<file path="src/rtl/inst_encoder_if.sv">
// inst_encoder_if: field-record input, encoded-word output and status bundle for inst_encoder.
interface inst_encoder_if #(parameter int DEPTH = 4);
    localparam int LW = $clog2(DEPTH) + 1;
    logic          in_valid;
    logic          in_ready;
    logic          in_fmt;
    logic [3:0]    in_op;
    logic [2:0]    in_rd;
    logic [2:0]    in_rs;
    logic [2:0]    in_rt;
    logic [15:0]   in_imm;
    logic [15:0]   out_inst;
    logic          out_valid;
    logic          out_ready;
    logic          flush;
    logic          err;
    logic [7:0]    err_cnt;
    logic [LW-1:0] level;
    modport master (
        output in_valid, in_fmt, in_op, in_rd, in_rs, in_rt, in_imm, out_ready, flush,
        input  in_ready, out_inst, out_valid, err, err_cnt, level
    );
    modport slave (
        input  in_valid, in_fmt, in_op, in_rd, in_rs, in_rt, in_imm, out_ready, flush,
        output in_ready, out_inst, out_valid, err, err_cnt, level
    );
endinterface

</file>
<file path="src/rtl/inst_encoder.sv">
// inst_encoder: encodes register/immediate field records into 16-bit words, queued in a DEPTH-entry FIFO.
module inst_encoder #(
    parameter int DEPTH = 4
) (
    input logic         clk,
    input logic         res,
    inst_encoder_if.slave bus
);
    localparam int AW = $clog2(DEPTH);
    localparam int LW = AW + 1;

    logic [15:0]   r_mem [DEPTH];
    logic [AW-1:0] r_wptr, r_rptr;
    logic [LW-1:0] r_level;
    logic          r_alive;
    logic          r_err;
    logic [7:0]    r_err_cnt;

    logic          w_ready, w_accept, w_legal, w_push, w_pop, w_empty;
    logic [15:0]   w_word;

    always_comb begin
        w_empty  = (r_level == '0);
        w_ready  = r_alive && (r_level < LW'(DEPTH)) && !bus.flush;
        w_accept = bus.in_valid && w_ready;
        w_legal  = !bus.in_fmt || (bus.in_imm[15:8] == {8{bus.in_imm[8]}});
        w_push   = w_accept && w_legal;
        w_pop    = !w_empty && bus.out_ready && !bus.flush;
        w_word   = bus.in_fmt ? {bus.in_op, bus.in_rd, bus.in_imm[8:0]}
                              : {bus.in_op, bus.in_rd, bus.in_rs, bus.in_rt, 3'b000};
    end

    // Storage has no reset: emptiness is tracked by r_level and the head is masked when empty.
    always_ff @(posedge clk) begin
        if (w_push) r_mem[r_wptr] <= w_word;
    end

    always_ff @(posedge clk or negedge res) begin
        if (!res) begin
            r_wptr    <= '0;
            r_rptr    <= '0;
            r_level   <= '0;
            r_alive   <= 1'b0;
            r_err     <= 1'b0;
            r_err_cnt <= '0;
        end else begin
            r_alive   <= 1'b1;
            r_err     <= w_accept && !w_legal;
            r_err_cnt <= r_err_cnt + {7'd0, (w_accept && !w_legal && r_err_cnt != 8'hFF)};
            if (bus.flush) begin
                r_wptr  <= '0;
                r_rptr  <= '0;
                r_level <= '0;
            end else begin
                r_wptr  <= w_push ? r_wptr + AW'(1) : r_wptr;
                r_rptr  <= w_pop ? r_rptr + AW'(1) : r_rptr;
                r_level <= (w_push && !w_pop) ? r_level + LW'(1) :
                           (!w_push && w_pop) ? r_level - LW'(1) : r_level;
            end
        end
    end

    assign bus.in_ready  = w_ready;
    assign bus.out_valid = !w_empty;
    assign bus.out_inst  = w_empty ? 16'h0000 : r_mem[r_rptr];
    assign bus.err       = r_err;
    assign bus.err_cnt   = r_err_cnt;
    assign bus.level     = r_level;
endmodule

</file>
<file path="src/flat_wrapper.sv">
// flat-port wrapper written by rule: the top's interface ports become plain ports
module inst_encoder_flat 
#(
    parameter int DEPTH = 4
)
  (clk, res, bus_in_valid, bus_in_fmt, bus_in_op, bus_in_rd, bus_in_rs, bus_in_rt, bus_in_imm, bus_out_ready, bus_flush, bus_in_ready, bus_out_inst, bus_out_valid, bus_err, bus_err_cnt, bus_level);
  inst_encoder_if #(.DEPTH(DEPTH)) bus_i ();
  input logic clk;
  input logic res;
  input wire logic [$bits(bus_i.in_valid)-1:0] bus_in_valid;
  input wire logic [$bits(bus_i.in_fmt)-1:0] bus_in_fmt;
  input wire logic [$bits(bus_i.in_op)-1:0] bus_in_op;
  input wire logic [$bits(bus_i.in_rd)-1:0] bus_in_rd;
  input wire logic [$bits(bus_i.in_rs)-1:0] bus_in_rs;
  input wire logic [$bits(bus_i.in_rt)-1:0] bus_in_rt;
  input wire logic [$bits(bus_i.in_imm)-1:0] bus_in_imm;
  input wire logic [$bits(bus_i.out_ready)-1:0] bus_out_ready;
  input wire logic [$bits(bus_i.flush)-1:0] bus_flush;
  output wire logic [$bits(bus_i.in_ready)-1:0] bus_in_ready;
  output wire logic [$bits(bus_i.out_inst)-1:0] bus_out_inst;
  output wire logic [$bits(bus_i.out_valid)-1:0] bus_out_valid;
  output wire logic [$bits(bus_i.err)-1:0] bus_err;
  output wire logic [$bits(bus_i.err_cnt)-1:0] bus_err_cnt;
  output wire logic [$bits(bus_i.level)-1:0] bus_level;
  assign bus_i.in_valid = bus_in_valid;
  assign bus_i.in_fmt = bus_in_fmt;
  assign bus_i.in_op = bus_in_op;
  assign bus_i.in_rd = bus_in_rd;
  assign bus_i.in_rs = bus_in_rs;
  assign bus_i.in_rt = bus_in_rt;
  assign bus_i.in_imm = bus_in_imm;
  assign bus_i.out_ready = bus_out_ready;
  assign bus_i.flush = bus_flush;
  assign bus_in_ready = bus_i.in_ready;
  assign bus_out_inst = bus_i.out_inst;
  assign bus_out_valid = bus_i.out_valid;
  assign bus_err = bus_i.err;
  assign bus_err_cnt = bus_i.err_cnt;
  assign bus_level = bus_i.level;
  inst_encoder #(.DEPTH(DEPTH)) u_core (.clk(clk), .res(res), .bus(bus_i));
endmodule
</file>
<file path="config.mk">
export PLATFORM = sky130hd
export DESIGN_NAME = inst_encoder_flat
export DESIGN_NICKNAME = d
export VERILOG_FILES = /design/src/rtl/inst_encoder_if.sv /design/src/rtl/inst_encoder.sv /design/src/flat_wrapper.sv
export SDC_FILE = /design/constraint.sdc
export NUM_CORES = 1
export LEC_CHECK = 0
export CORE_AREA = 8 8 89 91
export CTS_BUF_LIST = sky130_fd_sc_hd__clkbuf_8
export DETAILED_ROUTE_END_ITERATION = 12
export DIE_AREA = 0 0 97 99
export PLACE_DENSITY_LB_ADDON = 0.3
export SLEW_MARGIN = 10
export SYNTH_ARGS = -nofsm -noshare
export SYNTH_HDL_FRONTEND = slang
export SYNTH_SLANG_ARGS = --single-unit
</file>
<file path="constraint.sdc">
create_clock -name clk -period 2.9 [get_ports clk]
set_input_delay 0.58 -clock clk [delete_from_list [all_inputs] [get_ports clk]]
set_output_delay 0.58 -clock clk [all_outputs]
set_load 0.05 [all_outputs]
</file>
==> metrics.log, run 1 <==
[metrics] total power consumption of the routed design: 0.004112 W
[metrics] count of antenna diodes in the layout: 0
[metrics] startpoint-to-endpoint class of the critical path: register to output pin
[metrics] leftover overflow at the end of global routing: 0
[metrics] Site Rows: 30
[metrics] buffers inserted during post-CTS setup optimization: 0
[metrics] CP Data Required Time: 2320 ps
[metrics] run status: completed
[metrics] switching power share of the total: 0.3867
[metrics] logic depth of the worst register-to-register path: 7
[metrics] H-tree depth: 3
[metrics] number of optimization iterations in the first detailed-route pass: 4
[metrics] Worst Max-Slew Pin Slew: 777.6 ps
[metrics] fraction of final layout cells sized beyond drive strength 1: 0.2690
[metrics] count of final hold-check violations: 0
[metrics] total die area: 9603 um2
[metrics] worst hold start: u_core.bus.err_cnt[5]
[metrics] Layout Utilization: 0.6853
[metrics] worst vdd ir: 825.0 uV
[metrics] detailed-route via count: 1960
[metrics] part of the power in registers: 0.334
[metrics] routed len/inst: 18.82 um
[metrics] root cell of the clock tree: clkbuf_8
[metrics] worst flop-to-flop path endpoint: u_core.bus.level[2]
[metrics] count of buffers inserted at the top-level ports: 64
[metrics] power density normalized to cell area: 913.4 nW/um2
[metrics] fraction of power consumed by the clock network: 0.238
[metrics] Arrival @ worst endpoint: 2030 ps
[metrics] final setup fails: 0
[metrics] TritonCTS Sinks: 81
[metrics] Leakage: 1.674 nW
[metrics] number of nets still failing antenna checks after routing: 0
[metrics] width of the chip: 97 um
[metrics] cells resized by post-CTS repair: 0
[metrics] fill cell instance count of the final layout: 458
[metrics] reg-to-reg slack, setup: 800 ps
[metrics] area growth from synthesis to layout: 31.46%
[metrics] sequential area share after synthesis: 0.6854
[metrics] syn nets: 245
[metrics] max-slew headroom at the worst pin: 0.4800
[metrics] fraction of post-synthesis cell area in the top cell type by area: 0.5612
[metrics] final worst hold slack: 498.2 ps
[metrics] all-layer global routing usage: 0.1527
[metrics] Routability Congestion: 0.7644
[metrics] Critical Path Fanout Max: 6
[metrics] fraction of registers with async set or reset after synthesis: 0.2099
[metrics] synthesized area divided by synthesized cell count: 16.87 um2
[metrics] effective utilization at floorplan: 0.5213
[metrics] unique cell type count in the Yosys netlist: 29
[metrics] maxcap violations: 0
[metrics] TritonCTS clock tree: done
[metrics] Clock Path Buffers: 2
[metrics] antenna violations before repair: 0
[metrics] endpoint with the worst hold slack: u_core.bus.err_cnt[5]
[metrics] class of the worst hold path: register to register
[metrics] Slew Viols, Final: 0
[metrics] clock buffer count from CTS: 9
[metrics] footprint of the flip-flops and latches: 2347 um2
[metrics] unrepaired setup endpoints after global routing: no
[metrics] total number of yosys warnings: 0
[metrics] internal power: 0.002522 W
[metrics] count of flip-flops with a built-in enable after synthesis: 64
[metrics] post-CTS clock slew at the launch and capture registers of the worst setup and hold paths: 80 ps
[metrics] kind of start point of the critical path: register
[metrics] clock latency on the worst-skew pair: 350 ps
[metrics] WL final: 6962 um
[metrics] capturing element type of the critical path: output pin
[metrics] IO Count: 65
[metrics] multi-input logic area: 1028 um2
[metrics] number of vias per cell after detailed routing: 5.297
[metrics] final worst path period share: 0.9014
[metrics] Final nets: 327
[metrics] largest cells by area after synthesis: edfxtp_1 56%, dfrtp_1 12%, mux4_2 11%, and2_1 4.4%, mux2_2 3.0%
[metrics] gate count of the mapped netlist: 203
[metrics] via count of the first global-routing pass: 2235
[metrics] power share of the combinational group: 0.428
[metrics] ys flop type: edfxtp_1
[metrics] flops & latches, synth: 81
[metrics] maximum clock frequency: 0.3826 GHz
[metrics] core region area: 6569 um2
[metrics] wire length of the first global-routing pass: 11290 um
[metrics] cell area after synthesis: 3425 um2
[metrics] half-perimeter wire length of the detailed placement result: 4894 um
[metrics] DIE HEIGHT: 99 um
[metrics] number of cells on the worst hold path: 1
[metrics] Total Negative Setup Slacks: 0 ps
[metrics] DRC viols: 0
[metrics] largest net degree at the start of global routing: 19
[metrics] library cell occupying the most area in the post-synthesis netlist: edfxtp_1
[metrics] number of design-rule violations left by the first detailed-router iteration: 86
[metrics] Crit Reg-Reg Startpoint: u_core.bus.level[2]
[metrics] largest clock skew in the final design: 11.13 ps
[metrics] Tmin final: 2614 ps
[metrics] hold buffer count at cts: 0
[metrics] switching power total: 0.001590 W
## cell usage after synthesis, types with 3 or more instances
library cell,number
and2_1,24
buf_2,3
clkbuf_1,3
dfrtp_1,17
edfxtp_1,64
ha_1,6
inv_1,4
mux2_2,9
mux4_2,16
nand2_1,5
nand3_1,3
nand4_1,3
nor2_1,18
xnor2_1,5
xor2_1,5
## power groups by stage
| stage | Combinational, W | Sequential (W) | Clock [W] |
|---|---|---|---|
| detailed placement | 0.00178 | 0.00140 | 0 |
| global route | 0.00187 | 0.00138 | 0.00104 |
| finish | 0.00176 | 0.00137 | 0.000979 |
| floorplan | 0.00106 | 0.00154 | 0 |
| CTS | 0.00180 | 0.00137 | 0.000997 |
| global placement | 0.00177 | 0.00140 | 0 |
## registers in the layout, summed over array words and instances (netlist names)
signal              count
u_core.bus.err          1
u_core.r_alive          1
u_core.r_wptr           2
u_core.bus.level        3
u_core.r_rptr           2
u_core.bus.err_cnt      8
u_core.r_mem           64
## final cells by class
type	instances	share of cell area
timing repair buffer	80	0.1707
clock inverter	7	0.02640
sequential	81	0.5214
inverter	4	0.003335
tap	80	0.02223
multi-input combinational	109	0.2285
clock buffer	9	0.02752
## how the worst max path moves through the flow
stage / from / end / slack, ps
final: u_core.bus.level[2] / bus_out_valid / 290
after global routing: u_core.bus.level[2] / bus_out_valid / 210
after CTS: u_core.bus.level[2] / bus_out_valid / 250
after detailed placement: bus_in_imm[12] / u_core.bus.level[2] / 100
after global placement: bus_in_imm[12] / u_core.bus.level[2] / 150
after floorplan: u_core.bus.level[2] / u_core.bus.level[2] / 130
## critical path, cell delays in order, from the launching register on
cell	delay, ps
dfrtp_1	440
or3_1	500
clkdlybuf4s50_1	750
## layer usage
metal  track usage  vias to the layer above  part of all wire
li1              -                      913                 -
met2        0.2630                       48              0.51
met1        0.1705                      992              0.42
met4       0.07929                        0             0.015
met3       0.03989                        7             0.049
met5             0                        -                 0
## placed cells by master, fill, tap and decap left out, drive strengths merged, types with 3 or more instances in the layout
| cell | count |
|---|---|
| and2 | 24 |
| buf | 33 |
| bufinv | 3 |
| clkbuf | 9 |
| clkdlybuf4s50 | 47 |
| dfrtp | 17 |
| edfxtp | 64 |
| ha | 6 |
| inv | 6 |
| mux2 | 9 |
| mux4 | 16 |
| nand2 | 5 |
| nand3 | 3 |
| nand4 | 3 |
| nor2 | 18 |
| xnor2 | 5 |
| xor2 | 5 |
## through the flow
stage / cell area (um2) / instances / setup slack [ps]
after floorplan: 3430 / 203 / 125.0
after global placement: 4259 / 354 / 154.0
after detailed placement: 4259 / 354 / 104.2
after CTS: 4502 / 370 / 247.6
after global routing: 4502 / 370 / 213.9
final: 4502 / 370 / 286.0
## logic make-up after synthesis
kind of cell,share of synthesized area
flops,0.6854
simple gates,0.09645
mux,0.1407
buf+inv,0.01571
xor+xnor,0.02557
fa+ha+maj,0.02777
compound gates,0.007306
other cells,0.001095
No activity file was read; power rests on OpenSTA's default activity.
==> inputs of run 2 (changes only) <==
--- a/config.mk
+++ b/config.mk
@@ -5,10 +5,9 @@
 export SDC_FILE = /design/constraint.sdc
 export NUM_CORES = 1
 export LEC_CHECK = 0
-export CORE_AREA = 8 8 89 91
-export CTS_BUF_LIST = sky130_fd_sc_hd__clkbuf_8
+export CORE_AREA = 8 8 91 93
 export DETAILED_ROUTE_END_ITERATION = 12
-export DIE_AREA = 0 0 97 99
+export DIE_AREA = 0 0 99 101
 export PLACE_DENSITY_LB_ADDON = 0.3
 export SLEW_MARGIN = 10
 export SYNTH_ARGS = -nofsm -noshare
==> run 2 against run 1 <==
Compared with the run above: die area rose by 4.1%; critical path depth increased by 2; first-iteration DRC count down 42%; clock-buffer cell count did not move; worst hold slack worse by 1.6 ps; sequential share of layout area is 0.68 points higher; largest power group unchanged; highest routed layer unchanged.
==> metrics.log, run 2 (synthesis gave the netlist of run 1 again) <==
[metrics] switching power share of the total: 0.4067
[metrics] M1 WL: 2668 um
[metrics] switching power total: 0.001564 W
[metrics] endpoint of the most critical setup path: bus_out_inst[1]
[metrics] final setup fails: 0
[metrics] Leakage: 1.641 nW
[metrics] hold buffer count at cts: 0
[metrics] post-CTS clock slew at the launch and capture registers of the worst setup and hold paths: 80 ps
[metrics] met3 wirelength from detailed routing: 379 um
[metrics] Slew Viols, Final: 0
[metrics] area growth from synthesis to layout: 29.78%
[metrics] flip-flop count of the largest register after layout: 64
[metrics] WL final: 6404 um
[metrics] CP Data Required Time: 2320 ps
[metrics] fraction of power consumed by the clock network: 0.183
[metrics] power share of the combinational group: 0.455
[metrics] TritonCTS Sinks: 81
[metrics] count of final hold-check violations: 0
[metrics] maxcap violations: 0
[metrics] Arrival @ worst endpoint: 2010 ps
[metrics] core region area: 6943 um2
[metrics] logic depth of the worst path, buffers included: 4
[metrics] detailed-route via count: 1906
[metrics] largest net degree at the start of global routing: 18
[metrics] most flop-heavy register: u_core.r_mem
[metrics] Tmin final: 2595 ps
[metrics] clock buffer count from CTS: 9
[metrics] largest clock skew in the final design: 6.573 ps
[metrics] width of the chip: 99 um
[metrics] leftover overflow at the end of global routing: 0
[metrics] Critical Path Fanout Max: 13
[metrics] logic depth of the worst register-to-register path: 8
[metrics] Site Rows: 31
[metrics] worst vdd ir: 489.3 uV
[metrics] reg-to-reg slack, setup: 520 ps
[metrics] cells resized by post-CTS repair: 0
[metrics] fill cell instance count of the final layout: 520
[metrics] met2 wire length: 3245 um
[metrics] slowest stage delay, CP: 580 ps
[metrics] internal power: 0.002281 W
[metrics] count of buffering cells on the critical path with inverters included: 2
[metrics] number of vias per cell after detailed routing: 5.124
[metrics] fraction of final layout cells sized beyond drive strength 1: 0.2655
[metrics] total die area: 9999 um2
[metrics] half-perimeter wire length of the detailed placement result: 4665 um
[metrics] via count of the first global-routing pass: 2090
[metrics] max-slew headroom at the worst pin: 0.4906
[metrics] maximum clock frequency: 0.3854 GHz
[metrics] Cell Count, Final, Fillers Out: 372
[metrics] TritonCTS clock tree: done
[metrics] worst slack, placed: 129.7 ps
[metrics] DIE HEIGHT: 101 um
[metrics] number of cells on the worst hold path: 1
[metrics] highest routing layer actually used: met4
[metrics] setup slack after layout: 305.3 ps
[metrics] Slowest cell on crit path: dfrtp_1
[metrics] routed len/inst: 17.22 um
[metrics] Total Negative Setup Slacks: 0 ps
[metrics] buffers inserted during post-CTS setup optimization: 0
[metrics] effective utilization at floorplan: 0.4932
[metrics] final worst path period share: 0.8947
[metrics] Final nets: 327
[metrics] Layout Utilization: 0.6401
[metrics] run status: completed
[metrics] worst flop-to-flop path endpoint: u_core.bus.level[2]
[metrics] commonest cells after routing, fill and taps aside: 64 x edfxtp_1, 47 x clkdlybuf4s50_1, 28 x buf_4
[metrics] number of design-rule violations left by the first detailed-router iteration: 50
[metrics] crit path cell chain: buf_12 -> mux4_2 -> and2_1 -> buf_4
[metrics] number of optimization iterations in the first detailed-route pass: 4
[metrics] count of antenna diodes in the layout: 0
[metrics] count of buffers inserted at the top-level ports: 64
[metrics] kind of cell adding the most delay to the critical path: flip-flops
[metrics] Crit. Startpoint: u_core.r_rptr[0]
[metrics] most common cell after layout, fill and taps aside: edfxtp_1
[metrics] number of nets still failing antenna checks after routing: 0
[metrics] clock latency on the worst-skew pair: 340 ps
[metrics] wire length of the first global-routing pass: 10420 um
[metrics] capturing element type of the critical path: output pin
[metrics] class of the worst hold path: register to register
[metrics] antenna violations before repair: 0
[metrics] part of the power in registers: 0.362
[metrics] Worst Max-Slew Pin Slew: 761.7 ps
[metrics] kind of start point of the critical path: register
[metrics] Routability Congestion: 0.7537
[metrics] IO Count: 65
[metrics] DRC viols: 0
[metrics] all-layer global routing usage: 0.1380
[metrics] unrepaired setup endpoints after global routing: no
[metrics] root cell of the clock tree: clkbuf_8
[metrics] Clock Path Buffers: 2
[metrics] startpoint-to-endpoint class of the critical path: register to output pin
[metrics] H-tree depth: 3
[metrics] Crit Reg-Reg Startpoint: u_core.bus.level[2]
[metrics] power density normalized to cell area: 865.1 nW/um2
[metrics] placed cell count: 356
run 2: stage by stage:
stage	hold slack [ps]	power, W	instance area, um2
2_1_floorplan	284.4	0.002598	3430
3_3_place_gp	489.9	0.003190	4274
3_5_place_dp	479.0	0.003195	4274
4_1_cts	496.4	0.003898	4444
5_1_grt	511.2	0.004039	4444
6_report	496.6	0.003845	4444
run 2: worst min path at each step:
| stage | startpoint | to | slack, ps |
|---|---|---|---|
| final | u_core.bus.err_cnt[5] | u_core.bus.err_cnt[5] | 500 |
| after floorplan | res | u_core.bus.err | 280 |
| after CTS | u_core.bus.err_cnt[5] | u_core.bus.err_cnt[5] | 500 |
| after detailed placement | u_core.bus.err_cnt[5] | u_core.bus.err_cnt[5] | 480 |
| after global placement | u_core.bus.err_cnt[5] | u_core.bus.err_cnt[5] | 490 |
| after global routing | u_core.bus.err_cnt[6] | u_core.bus.err_cnt[6] | 510 |
run 2: per-layer routing:
metal / vias to the layer above / track usage
met3: 10 / 0.05110
li1: 918 / -
met2: 44 / 0.2370
met1: 934 / 0.1501
met4: 0 / 0.05903
met5: - / 0
run 2: layout make-up:
class | count | area [um2] | share of cell area
sequential | 81 | 2347 | 0.5282
multi-input combinational | 109 | 1028 | 0.2314
timing repair buffer | 80 | 780.7 | 0.1757
clock buffer | 9 | 123.9 | 0.02787
tap | 82 | 102.6 | 0.02309
clock inverter | 7 | 46.29 | 0.01042
inverter | 4 | 15.01 | 0.003378
run 2: power groups by stage:
stage | registers, W | clock network [W] | logic, W
global placement | 0.00142 | 0 | 0.00177
CTS | 0.00139 | 0.000721 | 0.00178
global route | 0.00140 | 0.000770 | 0.00187
floorplan | 0.00154 | 0 | 0.00106
detailed placement | 0.00142 | 0 | 0.00178
finish | 0.00139 | 0.000703 | 0.00175
